**config.mk**
```make
export PLATFORM = sky130hd
export DESIGN_NAME = mem_arbiter_flat
export DESIGN_NICKNAME = d
export VERILOG_FILES = /design/src/rtl/cache_pkg.sv /design/src/rtl/mem_bus.sv /design/src/rtl/mem_req_slot.sv /design/src/rtl/mem_arbiter.sv /design/src/flat_wrapper.sv
export SDC_FILE = /design/constraint.sdc
export NUM_CORES = 1
export LEC_CHECK = 0
export ABC_AREA = 1
export CAP_MARGIN = 15
export CELL_PAD_IN_SITES_DETAIL_PLACEMENT = 0
export CELL_PAD_IN_SITES_GLOBAL_PLACEMENT = 2
export CORE_MARGIN = 2
export CORE_UTILIZATION = 26
export DETAILED_ROUTE_END_ITERATION = 8
export PLACE_DENSITY = 0.91
export REMOVE_ABC_BUFFERS = 1
export SLEW_MARGIN = 20
export SYNTH_ARGS = -nofsm -noshare
export SYNTH_HDL_FRONTEND = slang
export SYNTH_HIERARCHICAL = 1
export SYNTH_SLANG_ARGS = --single-unit
```
**constraint.sdc**
```tcl
create_clock -name clk -period 1.8 [get_ports clk]
set_input_delay 0.36 -clock clk [delete_from_list [all_inputs] [get_ports clk]]
set_output_delay 0.36 -clock clk [all_outputs]
set_load 0.02 [all_outputs]
```
**src/rtl/cache_pkg.sv**
```systemverilog
// Shared cache-subsystem types: bus opcodes, widths, arbiter request and state types.
package cache_pkg;

    localparam int unsigned ADDR_W = 16;
    localparam int unsigned DATA_W = 32;

    typedef logic [ADDR_W-1:0] UbitAddr;
    typedef logic [DATA_W-1:0] UbitData;

    typedef enum logic [1:0] {
        NOP   = 2'd0,
        READ  = 2'd1,
        WRITE = 2'd2
    } Op;

    typedef struct packed {
        Op       op;
        UbitAddr addr;
        UbitData data;
    } MemReq;

    typedef enum logic {
        IDLE    = 1'b0,
        WAIT_RD = 1'b1
    } ArbState;

endpackage

```
**src/rtl/mem_bus.sv**
```systemverilog
// Single-beat memory bus: one-cycle request, one-cycle response pulse.
interface MemBus;
    import cache_pkg::*;

    Op       req_op;
    UbitAddr req_addr;
    UbitData req_data;
    logic    rsp_vld;
    UbitData rsp_data;

    modport rx_bp (input req_op, req_addr, req_data, output rsp_vld, rsp_data);
    modport tx_bp (output req_op, req_addr, req_data, input rsp_vld, rsp_data);

endinterface

```
**src/rtl/mem_req_slot.sv**
```systemverilog
// One-entry request buffer; a fill into an occupied entry is dropped and flagged.
module mem_req_slot
    import cache_pkg::*;
(
    input  logic  clk,
    input  logic  rst,
    input  logic  i_fill,
    input  MemReq i_req,
    input  logic  i_clr,
    output logic  o_vld,
    output MemReq o_req,
    output logic  o_ovf
);

    logic  r_vld;
    MemReq r_req;

    always_ff @(posedge clk) begin
        if (rst) begin
            r_vld <= 1'b0;
            r_req <= '0;
        end else if (i_fill && !r_vld) begin
            r_vld <= 1'b1;
            r_req <= i_req;
        end else if (i_clr) begin
            r_vld <= 1'b0;
        end
    end

    assign o_vld = r_vld;
    assign o_req = r_req;
    assign o_ovf = i_fill && r_vld;

endmodule

```
**src/rtl/mem_arbiter.sv**
```systemverilog
// Round-robin arbiter sharing one memory bus between two requesters; reads block, writes are posted.
module mem_arbiter (
    input  logic   clk,
    input  logic   rst,
    MemBus.rx_bp   rx0,
    MemBus.rx_bp   rx1,
    MemBus.tx_bp   tx,
    output logic   err
);
    import cache_pkg::*;

    ArbState r_state, w_state_nxt;

    logic    w_vld0, w_vld1, w_ovf0, w_ovf1;
    logic    w_clr0, w_clr1;
    MemReq   w_in0, w_in1, w_slot0, w_slot1, w_sel_req;
    logic    w_gnt, w_sel;

    Op       r_tx_op;
    UbitAddr r_tx_addr;
    UbitData r_tx_data;
    logic    [1:0] r_rsp_vld;
    UbitData r_rsp_data0, r_rsp_data1;
    logic    r_rr, r_own, r_err;

    assign w_in0 = '{op: rx0.req_op, addr: rx0.req_addr, data: rx0.req_data};
    assign w_in1 = '{op: rx1.req_op, addr: rx1.req_addr, data: rx1.req_data};

    mem_req_slot u_slot0 (
        .clk    (clk),
        .rst    (rst),
        .i_fill (rx0.req_op != NOP),
        .i_req  (w_in0),
        .i_clr  (w_clr0),
        .o_vld  (w_vld0),
        .o_req  (w_slot0),
        .o_ovf  (w_ovf0)
    );

    mem_req_slot u_slot1 (
        .clk    (clk),
        .rst    (rst),
        .i_fill (rx1.req_op != NOP),
        .i_req  (w_in1),
        .i_clr  (w_clr1),
        .o_vld  (w_vld1),
        .o_req  (w_slot1),
        .o_ovf  (w_ovf1)
    );

    // rr names the preferred port; fall back to the other when its slot is empty
    assign w_sel     = r_rr ? w_vld1 : !w_vld0;
    assign w_gnt     = (r_state == IDLE) && (w_vld0 || w_vld1);
    assign w_sel_req = w_sel ? w_slot1 : w_slot0;
    assign w_clr0    = w_gnt && !w_sel;
    assign w_clr1    = w_gnt && w_sel;

    always_ff @(posedge clk) begin
        if (rst) begin
            r_state <= IDLE;
        end else begin
            r_state <= w_state_nxt;
        end
    end

    always_comb begin
        w_state_nxt = r_state;
        case (r_state)
            IDLE:    if (w_gnt && w_sel_req.op == READ) w_state_nxt = WAIT_RD;
            WAIT_RD: if (tx.rsp_vld) w_state_nxt = IDLE;
            default: w_state_nxt = IDLE;
        endcase
    end

    always_ff @(posedge clk) begin
        if (rst) begin
            r_tx_op     <= NOP;
            r_tx_addr   <= '0;
            r_tx_data   <= '0;
            r_rsp_vld   <= '0;
            r_rsp_data0 <= '0;
            r_rsp_data1 <= '0;
            r_rr        <= 1'b0;
            r_own       <= 1'b0;
            r_err       <= 1'b0;
        end else begin
            r_tx_op   <= NOP;
            r_rsp_vld <= '0;
            if (w_gnt) begin
                r_tx_op   <= w_sel_req.op;
                r_tx_addr <= w_sel_req.addr;
                r_tx_data <= w_sel_req.data;
                r_rr      <= !w_sel;
                if (w_sel_req.op == WRITE) begin
                    r_rsp_vld[w_sel] <= 1'b1;
                    if (w_sel) r_rsp_data1 <= '0;
                    else       r_rsp_data0 <= '0;
                end else begin
                    r_own <= w_sel;
                end
            end
            if (r_state == WAIT_RD && tx.rsp_vld) begin
                r_rsp_vld[r_own] <= 1'b1;
                if (r_own) r_rsp_data1 <= tx.rsp_data;
                else       r_rsp_data0 <= tx.rsp_data;
            end
            if (w_ovf0 || w_ovf1 || (r_state == IDLE && tx.rsp_vld)) begin
                r_err <= 1'b1;
            end
        end
    end

    assign tx.req_op   = r_tx_op;
    assign tx.req_addr = r_tx_addr;
    assign tx.req_data = r_tx_data;
    assign rx0.rsp_vld  = r_rsp_vld[0];
    assign rx0.rsp_data = r_rsp_data0;
    assign rx1.rsp_vld  = r_rsp_vld[1];
    assign rx1.rsp_data = r_rsp_data1;
    assign err          = r_err;

endmodule
```
**src/flat_wrapper.sv**
```systemverilog
// flat-port wrapper written by rule: the top's interface ports become plain ports
module mem_arbiter_flat import cache_pkg::*;
  (clk, rst, err, rx0_req_op, rx0_req_addr, rx0_req_data, rx0_rsp_vld, rx0_rsp_data, rx1_req_op, rx1_req_addr, rx1_req_data, rx1_rsp_vld, rx1_rsp_data, tx_req_op, tx_req_addr, tx_req_data, tx_rsp_vld, tx_rsp_data);
  MemBus rx0_i ();
  MemBus rx1_i ();
  MemBus tx_i ();
  input  logic clk;
  input  logic rst;
  output logic err;
  input wire logic [$bits(rx0_i.req_op)-1:0] rx0_req_op;
  input wire logic [$bits(rx0_i.req_addr)-1:0] rx0_req_addr;
  input wire logic [$bits(rx0_i.req_data)-1:0] rx0_req_data;
  output wire logic [$bits(rx0_i.rsp_vld)-1:0] rx0_rsp_vld;
  output wire logic [$bits(rx0_i.rsp_data)-1:0] rx0_rsp_data;
  input wire logic [$bits(rx1_i.req_op)-1:0] rx1_req_op;
  input wire logic [$bits(rx1_i.req_addr)-1:0] rx1_req_addr;
  input wire logic [$bits(rx1_i.req_data)-1:0] rx1_req_data;
  output wire logic [$bits(rx1_i.rsp_vld)-1:0] rx1_rsp_vld;
  output wire logic [$bits(rx1_i.rsp_data)-1:0] rx1_rsp_data;
  output wire logic [$bits(tx_i.req_op)-1:0] tx_req_op;
  output wire logic [$bits(tx_i.req_addr)-1:0] tx_req_addr;
  output wire logic [$bits(tx_i.req_data)-1:0] tx_req_data;
  input wire logic [$bits(tx_i.rsp_vld)-1:0] tx_rsp_vld;
  input wire logic [$bits(tx_i.rsp_data)-1:0] tx_rsp_data;
  assign rx0_i.req_op = rx0_req_op;
  assign rx0_i.req_addr = rx0_req_addr;
  assign rx0_i.req_data = rx0_req_data;
  assign rx0_rsp_vld = rx0_i.rsp_vld;
  assign rx0_rsp_data = rx0_i.rsp_data;
  assign rx1_i.req_op = rx1_req_op;
  assign rx1_i.req_addr = rx1_req_addr;
  assign rx1_i.req_data = rx1_req_data;
  assign rx1_rsp_vld = rx1_i.rsp_vld;
  assign rx1_rsp_data = rx1_i.rsp_data;
  assign tx_req_op = tx_i.req_op;
  assign tx_req_addr = tx_i.req_addr;
  assign tx_req_data = tx_i.req_data;
  assign tx_i.rsp_vld = tx_rsp_vld;
  assign tx_i.rsp_data = tx_rsp_data;
  mem_arbiter u_core (.clk(clk), .rst(rst), .rx0(rx0_i), .rx1(rx1_i), .tx(tx_i), .err(err));
endmodule
```
==> flow_metrics.env <==
export IMPL_drt_pass1_iterations=5
export IMPL_maxSlewViolCount=0
export IMPL_drt_initial_drc_count=331
export IMPL_period_minus_slack_ps=1650
export IMPL_clock_root_buffer="clkbuf_16"
export IMPL_cts_resized_gates=117
export IMPL_hold_class="in2reg"
export IMPL_setup_tns_final_ps=0
export IMPL_wl_um=29600
export IMPL_cp_required_ps=1440
export IMPL_place_area_sq_um=12200
export IMPL_clk_pin_slew_worst_paths_ps=60
export IMPL_path_cells="dlygate4sd2_1"
export IMPL_drcViolationCount=0
export IMPL_routabilityCongestion=0.797
export IMPL_rsz0062_at_grt="no"
export IMPL_io_pins=252
export IMPL_cts_htree_levels=1
export IMPL_path_max_fanout=2
export IMPL_rows=68
export IMPL_area_growth_pct=41.8
export IMPL_finalSetupViolCount=0
export IMPL_initial_core_util_pct=26.3
export IMPL_die_x_um=190
export IMPL_worstMarginPinSlew_ps=588
export IMPL_finalNonFillerCells=1969
export IMPL_fillCellCount=3683
export IMPL_dpl_hpwl_um=19800
export IMPL_cts_max_path_buffers=3
export IMPL_power_density_nw_per_um2=1050
export IMPL_core_area_sq_um=34400
export IMPL_die_area_sq_um=36300
export IMPL_portBuffers=251
export IMPL_grt_total_usage_pct=16.0
export IMPL_maxCapViolCount=0
export IMPL_cp_start_kind="register"
export IMPL_timing_fmax_ghz=0.605
export IMPL_slowest_stage="dfxtp_1"
export IMPL_postCtsSetupBuffers=0
export IMPL_grt_max_degree=67
export IMPL_grt_pass1_wl_um=46300
export IMPL_avgSynthCellArea_sq_um=7.17
export IMPL_crit_type="reg2out"
export IMPL_ys_ff_latch=222
export IMPL_status="finished, final reports clean"
export IMPL_synth_seq_area_share_pct=49.1
export IMPL_maxSlewHeadroom_pct=60.8
export IMPL_crit_family="flip-flops"
export IMPL_yosys_warnings=6
export IMPL_clock_skew_ps=16.3
export IMPL_syn_area_sq_um=9040
export IMPL_clkSinkCount=222
export IMPL_wl_per_cell_um=15.0
export IMPL_max_stage_delay_ps=400
export IMPL_arrival_ps=1290
export IMPL_cts_buffers=25
export IMPL_cts_tree="built"
export IMPL_via_count=8690
export IMPL_hold_viol_final=0
export IMPL_die_h_um=190
export IMPL_drive_gt1_share_pct=7.01
export IMPL_path_buf_inv=1
export IMPL_end_kind="output port"
export IMPL_netlist_instances=1261
export IMPL_hold_buffers=0
export IMPL_place_inst=1924
export IMPL_antenna_found_initial=1
export IMPL_drt_vias_per_instance=4.41
export IMPL_clk_latency_ps=530
export IMPL_grt_pass1_vias=8499
export IMPL_ir_drop_uv=764
export IMPL_p_leak_nw=6.01
export IMPL_fin_area_sq_um=12800
export IMPL_fin_crit_sh_pct=91.8
export IMPL_grt_overflow_total=0
export IMPL_ys_types=25
export IMPL_finalNetCount=1631
export IMPL_ant_nets=0
==> worst paths after layout <==
path / start / end / slack [ps] / depth (start not counted)
setup / recovery: u_core/tx.req_data[7] / tx_req_data[7] / 150 / 1
hold / removal: rst / u_core/tx.req_data[9] / 130 / 2
setup reg to reg: u_core/u_slot0/o_vld / u_core/tx.req_addr[5] / 230 / 7
hold reg to reg: u_core/rx0.rsp_data[0] / u_core/rx0.rsp_data[0] / 450 / 2
==> placed cells by master (no fill, tap or decap), types with 48 or more instances in the layout <==
cell / Yosys / layout
a21oi_1: 69 / 69
nor2_1: 201 / 201
inv_1: 111 / 111
nand3_1: 105 / 104
dlygate4sd2_1: 0 / 117
clkdlybuf4s50_1: 0 / 133
a31oi_1: 48 / 48
o21ai_0: 65 / 65
nand2_1: 323 / 323
dfxtp_1: 222 / 222
==> registers in the layout, indices dropped and copies added, names as in the netlist <==
name,flops
u_core/u_slot1/o_vld,1
u_core/u_slot0/o_vld,1
u_core/tx.req_data,32
u_core/u_slot1/o_req,50
u_core/r_state,1
u_core/tx.req_op,2
u_core/err,1
u_core/r_rsp_vld,2
u_core/tx.req_addr,16
u_core/u_slot0/o_req,50
u_core/r_rr,1
u_core/r_own,1
u_core/rx0.rsp_data,32
u_core/rx1.rsp_data,32
==> final cells by class <==
class | instances | area (sq um) | area share, %
diodes | 1 | 2.50 | 0.0195
clock buffers | 36 | 717 | 5.59
clock inverters | 8 | 75.1 | 0.586
inverters | 120 | 450 | 3.51
multi-input cells | 829 | 3640 | 28.4
flip-flops and latches | 222 | 4440 | 34.7
well taps | 455 | 569 | 4.44
repair buffers | 298 | 2930 | 22.8
==> per-stage QoR <==
step	setup WS, ps	utilization [%]	total power, mW	hold WS (ps)
finish	147	37.3	13.4	133
global route	60.8	37.3	14.1	142
CTS	85.5	37.3	13.6	127
detailed placement	-107	35.4	8.76	449
global placement	-111	35.4	8.74	446
floorplan	-428	-	7.17	429
==> cells in the mapped netlist (all sizes together) <==
library cell,n,area (sq um)
a211o,1,8.76
a211oi,1,7.51
a21o,1,7.51
a21oi,69,345
a31oi,48,300
buf,50,367
clkbuf,40,150
clkinv,1,3.75
dfxtp,222,4440
inv,119,447
nand2,325,1220
nand3,107,561
nand3b,1,7.51
nor2,205,800
nor3,3,15.0
o21ai,66,342
or2,2,12.5
==> kinds of logic after synthesis <==
group	synth area share [%]
compound gates	11.2
buf+inv	10.7
simple gates	29.0
flops	49.1
==> metal layers <==
layer | share of wire, % | global-route usage [%]
met2 | 45 | 27.3
met4 | 2.0 | 3.43
met5 | 0 | 0
met3 | 6.5 | 3.26
met1 | 46 | 20.8
==> where the power goes <==
part / internal, mW / switching (mW) / total [mW]
logic: 1.12 / 1.68 / 2.80
registers: 5.39 / 0.265 / 5.66
clock network: 2.90 / 2.06 / 4.97
Power figures use the tool's default switching activity.
